File: config.mk
export PLATFORM = sky130hd
export DESIGN_NAME = sdma_chan_arbiter
export DESIGN_NICKNAME = d
export VERILOG_FILES = /design/src/rtl/sdma_chan_arbiter.sv
export SDC_FILE = /design/constraint.sdc
export NUM_CORES = 1
export LEC_CHECK = 0
export ABC_AREA = 1
export BUFFER_PORTS_ARGS = -buffer_cell sky130_fd_sc_hd__buf_4
export CAP_MARGIN = 0
export CORE_ASPECT_RATIO = 0.8
export CORE_MARGIN = 4
export CORE_UTILIZATION = 35
export DETAILED_ROUTE_END_ITERATION = 12
export HOLD_SLACK_MARGIN = 0.05
export SYNTH_ARGS = -nofsm -noshare
export SYNTH_HDL_FRONTEND = slang
export SYNTH_SLANG_ARGS = --single-unit
export TNS_END_PERCENT = 100
File: constraint.sdc
create_clock -name WB_CLK -period 2.15 [get_ports WB_CLK]
set_input_delay 0.215 -clock WB_CLK [delete_from_list [all_inputs] [get_ports WB_CLK]]
set_output_delay 0.215 -clock WB_CLK [all_outputs]
set_load 0.02 [all_outputs]
File: src/rtl/sdma_chan_arbiter.sv
// sdma_chan_arbiter
//   Shares fabric SDMA channel 0 among NUM_REQ requesters. Requesters are
//   granted round-robin. The arbiter then runs the Req -> Active -> Done
//   handshake with the macro and reports each completion. A watchdog aborts
//   a transfer that never sees Done.
//
// Ports
//   WB_CLK, WB_RST_n    clock and synchronous active-low reset
//   enable_i            0 blocks new grants; an in-flight transfer still finishes
//   req_i[NUM_REQ]      level requests, sampled only while idle
//   grant_o[NUM_REQ]    one-hot grant, held from REQ through DONE/ABORT
//   done_o[NUM_REQ]     1-cycle completion pulse for the granted requester
//   SDMA_Req_o          request to channel 0 (high only in REQ)
//   SDMA_Active_i       channel active, from the macro
//   SDMA_Done_i         channel done pulse, from the macro
//   dma_intr_o          1-cycle pulse on every completion or abort
//   busy_o              state != IDLE
//   timeout_o           sticky watchdog flag; timeout_clr_i clears it
//   timeout_idx_o       requester that was aborted last
module sdma_chan_arbiter #(
  parameter int                   NUM_REQ     = 4,
  parameter int                   TIMEOUT_W   = 16,
  parameter logic [TIMEOUT_W-1:0] TIMEOUT_CYC = 16'hFFFF
) (
  input  logic               WB_CLK,
  input  logic               WB_RST_n,
  input  logic               enable_i,
  input  logic [NUM_REQ-1:0] req_i,
  output logic [NUM_REQ-1:0] grant_o,
  output logic [NUM_REQ-1:0] done_o,
  output logic               SDMA_Req_o,
  input  logic               SDMA_Active_i,
  input  logic               SDMA_Done_i,
  output logic               dma_intr_o,
  output logic               busy_o,
  output logic               timeout_o,
  output logic [2:0]         timeout_idx_o,
  input  logic               timeout_clr_i
);

  localparam logic [2:0] ST_IDLE   = 3'd0;
  localparam logic [2:0] ST_REQ    = 3'd1;
  localparam logic [2:0] ST_ACTIVE = 3'd2;
  localparam logic [2:0] ST_DONE   = 3'd3;
  localparam logic [2:0] ST_ABORT  = 3'd4;

  localparam logic [TIMEOUT_W-1:0] TO_LIM = TIMEOUT_CYC - 1'b1;
  localparam logic                 WD_EN  = (TIMEOUT_CYC != '0);

  logic [2:0]           state_q, state_d;
  logic [2:0]           sel_q, sel_d;
  logic [2:0]           ptr_q;
  logic [TIMEOUT_W-1:0] cnt_q;
  logic [NUM_REQ-1:0]   grant_q, done_q;
  logic                 sreq_q, intr_q, busy_q, to_q;
  logic [2:0]           to_idx_q;

  // Widened copy of req_i so a 3-bit index is always in range.
  logic [7:0] req_ext;
  logic [2:0] pick;
  logic       hit;
  logic       expire;
  logic [2:0] ptr_inc;
  logic [7:0] oh_sel;

  assign req_ext = 8'(req_i);
  assign expire  = WD_EN && (cnt_q == TO_LIM);
  assign ptr_inc = (sel_q == 3'(NUM_REQ - 1)) ? 3'd0 : sel_q + 3'd1;
  assign oh_sel  = 8'd1 << sel_d;

  // Round-robin search starting at ptr_q. The loop runs from the farthest
  // offset down to the nearest, so the nearest set request is written last
  // and therefore wins.
  always_comb begin
    logic [3:0] idx;
    pick = '0;
    hit  = 1'b0;
    idx  = '0;
    for (int i = NUM_REQ - 1; i >= 0; i--) begin
      idx = {1'b0, ptr_q} + 4'(i);
      if (idx >= 4'(NUM_REQ)) idx = idx - 4'(NUM_REQ);
      if (req_ext[idx[2:0]]) begin
        pick = idx[2:0];
        hit  = 1'b1;
      end
    end
  end

  // Done takes priority over watchdog expiry in the same cycle.
  always_comb begin
    state_d = state_q;
    sel_d   = sel_q;
    case (state_q)
      ST_IDLE: if (enable_i && hit) begin
        state_d = ST_REQ;
        sel_d   = pick;
      end
      ST_REQ: begin
        if (SDMA_Done_i)        state_d = ST_DONE;
        else if (expire)        state_d = ST_ABORT;
        else if (SDMA_Active_i) state_d = ST_ACTIVE;
      end
      ST_ACTIVE: begin
        if (SDMA_Done_i)        state_d = ST_DONE;
        else if (expire)        state_d = ST_ABORT;
      end
      default: state_d = ST_IDLE;
    endcase
  end

  // Outputs are registered from the next state. This keeps every port a
  // flop output while showing the new state in the same cycle it is entered.
  always_ff @(posedge WB_CLK) begin
    if (!WB_RST_n) begin
      state_q  <= ST_IDLE;
      sel_q    <= '0;
      ptr_q    <= '0;
      cnt_q    <= '0;
      grant_q  <= '0;
      done_q   <= '0;
      sreq_q   <= 1'b0;
      intr_q   <= 1'b0;
      busy_q   <= 1'b0;
      to_q     <= 1'b0;
      to_idx_q <= '0;
    end else begin
      state_q <= state_d;
      sel_q   <= sel_d;
      // The counter rests at 0 while idle, so it always starts at 0 in REQ.
      if (state_q == ST_IDLE)
        cnt_q <= '0;
      else if (state_q == ST_REQ || state_q == ST_ACTIVE)
        cnt_q <= cnt_q + 1'b1;
      if (state_d == ST_DONE || state_d == ST_ABORT)
        ptr_q <= ptr_inc;
      grant_q <= (state_d != ST_IDLE) ? oh_sel[NUM_REQ-1:0] : '0;
      done_q  <= (state_d == ST_DONE) ? oh_sel[NUM_REQ-1:0] : '0;
      sreq_q  <= (state_d == ST_REQ);
      intr_q  <= (state_d == ST_DONE) || (state_d == ST_ABORT);
      busy_q  <= (state_d != ST_IDLE);
      // If set and clear arrive together, set wins.
      if (state_d == ST_ABORT) begin
        to_q     <= 1'b1;
        to_idx_q <= sel_q;
      end else if (timeout_clr_i) begin
        to_q     <= 1'b0;
      end
    end
  end

  assign grant_o       = grant_q;
  assign done_o        = done_q;
  assign SDMA_Req_o    = sreq_q;
  assign dma_intr_o    = intr_q;
  assign busy_o        = busy_q;
  assign timeout_o     = to_q;
  assign timeout_idx_o = to_idx_q;

endmodule

==> impl_metrics.yaml <==
route:
  drc_errors: 0
  wire_per_inst_um: 11.2
  vias_per_cell: 4.58
  firstDrtPassIters: 6
  via_count: 1813
  drt-total-wl_mm: 4.45
  ant_nets: 0
  first_iter_violations: 93
placed_design:
  dp_hpwl_mm: 3.48
  pre_cts_slack_ps: 254
  gp_congestion: 0.898
  numPortBuffers: 24
hold_path:
  hold_depth: 4
  hp-class: "in -> reg"
setup_path:
  critPathMaxStageDelay_ps: 370
  path_common_cell: "nand3_2"
  end_kind: "flip-flop"
  cpMaxStageDelayCell: "ha_1"
  critPathArrivalTime_ps: 2070
  path_cells: "inv_2 > ha_1 > inv_1 > nand3_2 > nand3_2 > nand3_2 > nand2_2 > nand2_4 > o21ai_2 > nor3_1"
  reg2reg_depth: 10
  crit_required_ps: 2320
  crit_type: "reg -> reg"
  crit_fanout: 8
  cp-start-kind: "flip-flop"
sta:
  rsz0062_at_grt: "false"
  min_period_ps: 1890
  slew_violations: 0
  fin_setup_tns_ps: 0
  setup_violations: 0
  skew_ps: 4.29
  fin_crit_sh_pct: 88.1
  timing.fmax_mhz: 528
  worstMarginPinSlew_ps: 416
  relSlewSlack_pct: 72.2
  timing.final.ws_setup_ps: 256
  hold_viol: 0
pwr:
  p_leak_nw: 1.05
  powerDensity_nw_per_um2: 678
  peakVddDrop_mv: 0.394
synthesis:
  ys_seq_area_share_pct: 38.6
  syn-num-nets: 300
  ys_warn_count: 0
  synth_area_per_cell_um2: 7.27
  ys_ff_latch: 40
  postSynthCellCount: 285
  yosysUniqueCellTypes: 30
  netlist_area_um2: 2070
global_routing:
  grt-ovfl-total: 0
  grt_pass1_wl_mm: 7.60
  gr-usage-all-layers_pct: 12.9
  antenna_found_initial: 0
  grt_pass1_vias: 1623
  grt_max_degree: 13
floorplanning:
  num_io_pins: 25
  start_util_pct: 37.1
  die_y_um: 76.8
  die_width_um: 94.1
  rows: 24
  die-area_um2: 7230
  fp.coreArea_um2: 5590
clock_network:
  cts_setup_buffers: 0
  cts_tree: "done"
  cts_max_level: 2
  cts-root-buf: "clkbuf_8"
  clk_pin_slew_worst_paths_ps: 80
  worstSkewPairLatency_ps: 290
  clock-sinks: 40
  cts_buffers: 5
  cts_buffer_depth: 2
  cts_resized: 0
  ctsHoldBuffers: 0
job:
  cap_violations: 0
run_status:
  status: "completed"
cells_and_area:
  layout-drive-gt1-share_pct: 23.3
  fin_nets: 333
  diodes: 0
  area_delta_synth_final_pct: 18.2
[synth_stat cells, drive strengths merged]
cell type | count | area, um^2
o21bai | 1 | 7.51
ha | 5 | 62.6
nor3 | 17 | 111
and2 | 1 | 6.26
nand3 | 24 | 180
or2 | 1 | 6.26
nor2 | 38 | 165
a31oi | 4 | 25.0
dfxtp | 40 | 801
xnor2 | 1 | 8.76
o21ai | 15 | 78.8
inv | 45 | 169
nand3b | 1 | 7.51
nand2 | 68 | 313
buf | 1 | 5.00
and3 | 1 | 6.26
xor2 | 1 | 8.76
nand4 | 3 | 18.8
nor3b | 1 | 7.51
a21oi | 17 | 85.1
[report_power, final]
group / leakage (nW) / switching, mW / internal (mW) / total, mW
clock: 0.0400 / 0.260 / 0.220 / 0.479
sequential: 0.324 / 0.0178 / 0.770 / 0.788
combinational: 0.688 / 0.256 / 0.137 / 0.393
[flip-flops by register name, summed over array words and instances, names as in the netlist, 3 cells and up]
signal,cells
timeout_idx_o,3
ptr_q,3
cnt_q,16
sel_q,3
done_o,4
state_q,3
grant_o,4
[worst paths after layout]
path / start / to / slack [ps]
min reg2reg: timeout_o / timeout_o / 490
max: ptr_q[0] / grant_o[2] / 260
max reg2reg: ptr_q[0] / grant_o[2] / 260
min: timeout_clr_i / timeout_o / 190
[cell type report]
class / count / area, um^2
Clock buffer: 5 / 68.8
Timing Repair Buffer: 27 / 203
Fill cell: 597 / 3140
Multi-Input combinational cell: 199 / 1100
Clock inverter: 2 / 12.5
Sequential cell: 40 / 801
Inverter: 45 / 169
Tap cell: 78 / 97.6
[cells in the final DEF (no fill, tap or decap), types with 2 or more instances in the layout]
cell / Yosys / final
nand2_1: 55 / 55
inv_1: 41 / 41
dfxtp_1: 40 / 40
nor2_1: 33 / 33
buf_4: 0 / 27
a21oi_1: 17 / 17
nor3_1: 13 / 13
o21ai_0: 13 / 13
nand3_2: 12 / 12
nand3_1: 12 / 12
nand2_2: 8 / 8
nand2_4: 5 / 5
ha_1: 5 / 5
clkbuf_8: 0 / 5
inv_2: 4 / 4
a31oi_1: 4 / 4
nor2_2: 3 / 3
nand4_1: 3 / 3
nor3_2: 3 / 3
nor2_4: 2 / 2
[kinds of logic (layout without fill, tap and decap cells)]
logic type	Yosys count	after routing	share of synthesized area, %
buffers and inverters	46	79	8.39
XOR/XNOR	2	2	0.845
flip-flops	40	40	38.6
adder cells (fa/ha/maj)	5	5	3.02
AND/OR/NAND/NOR	155	155	39.7
AO/OA/AOI/OAI	37	37	9.47
[worst max-delay path: cells and delay by family (launching register included)]
kind / cells / cell delay [ps]
buffers and inverters: 2 / 220
AOI/OAI and AO/OA: 1 / 230
adders and majority gates: 1 / 370
DFF: 1 / 350
and+or+nand+nor: 6 / 620
[routing by layer]
| layer | vias to the layer above | track usage [%] | wire [um] |
|---|---|---|---|
| met1 | 804 | 20.6 | 2540 |
| li1 | 973 | - | - |
| met5 | - | 0 | 0 |
| met4 | 0 | 2.16 | 31 |
| met2 | 31 | 16.7 | 1690 |
| met3 | 5 | 3.91 | 190 |
[metrics by stage]
step	cells	hold slack (ps)	util (%)	area [um^2]	total power, mW
CTS	396	188	43.9	2450	1.68
global route	396	218	43.9	2450	1.76
finish	396	190	43.9	2450	1.66
detailed placement	389	477	42.4	2370	1.20
global placement	389	463	42.4	2370	1.19
floorplan	285	378	-	2070	1.09
(Power assumes the default switching activity.)
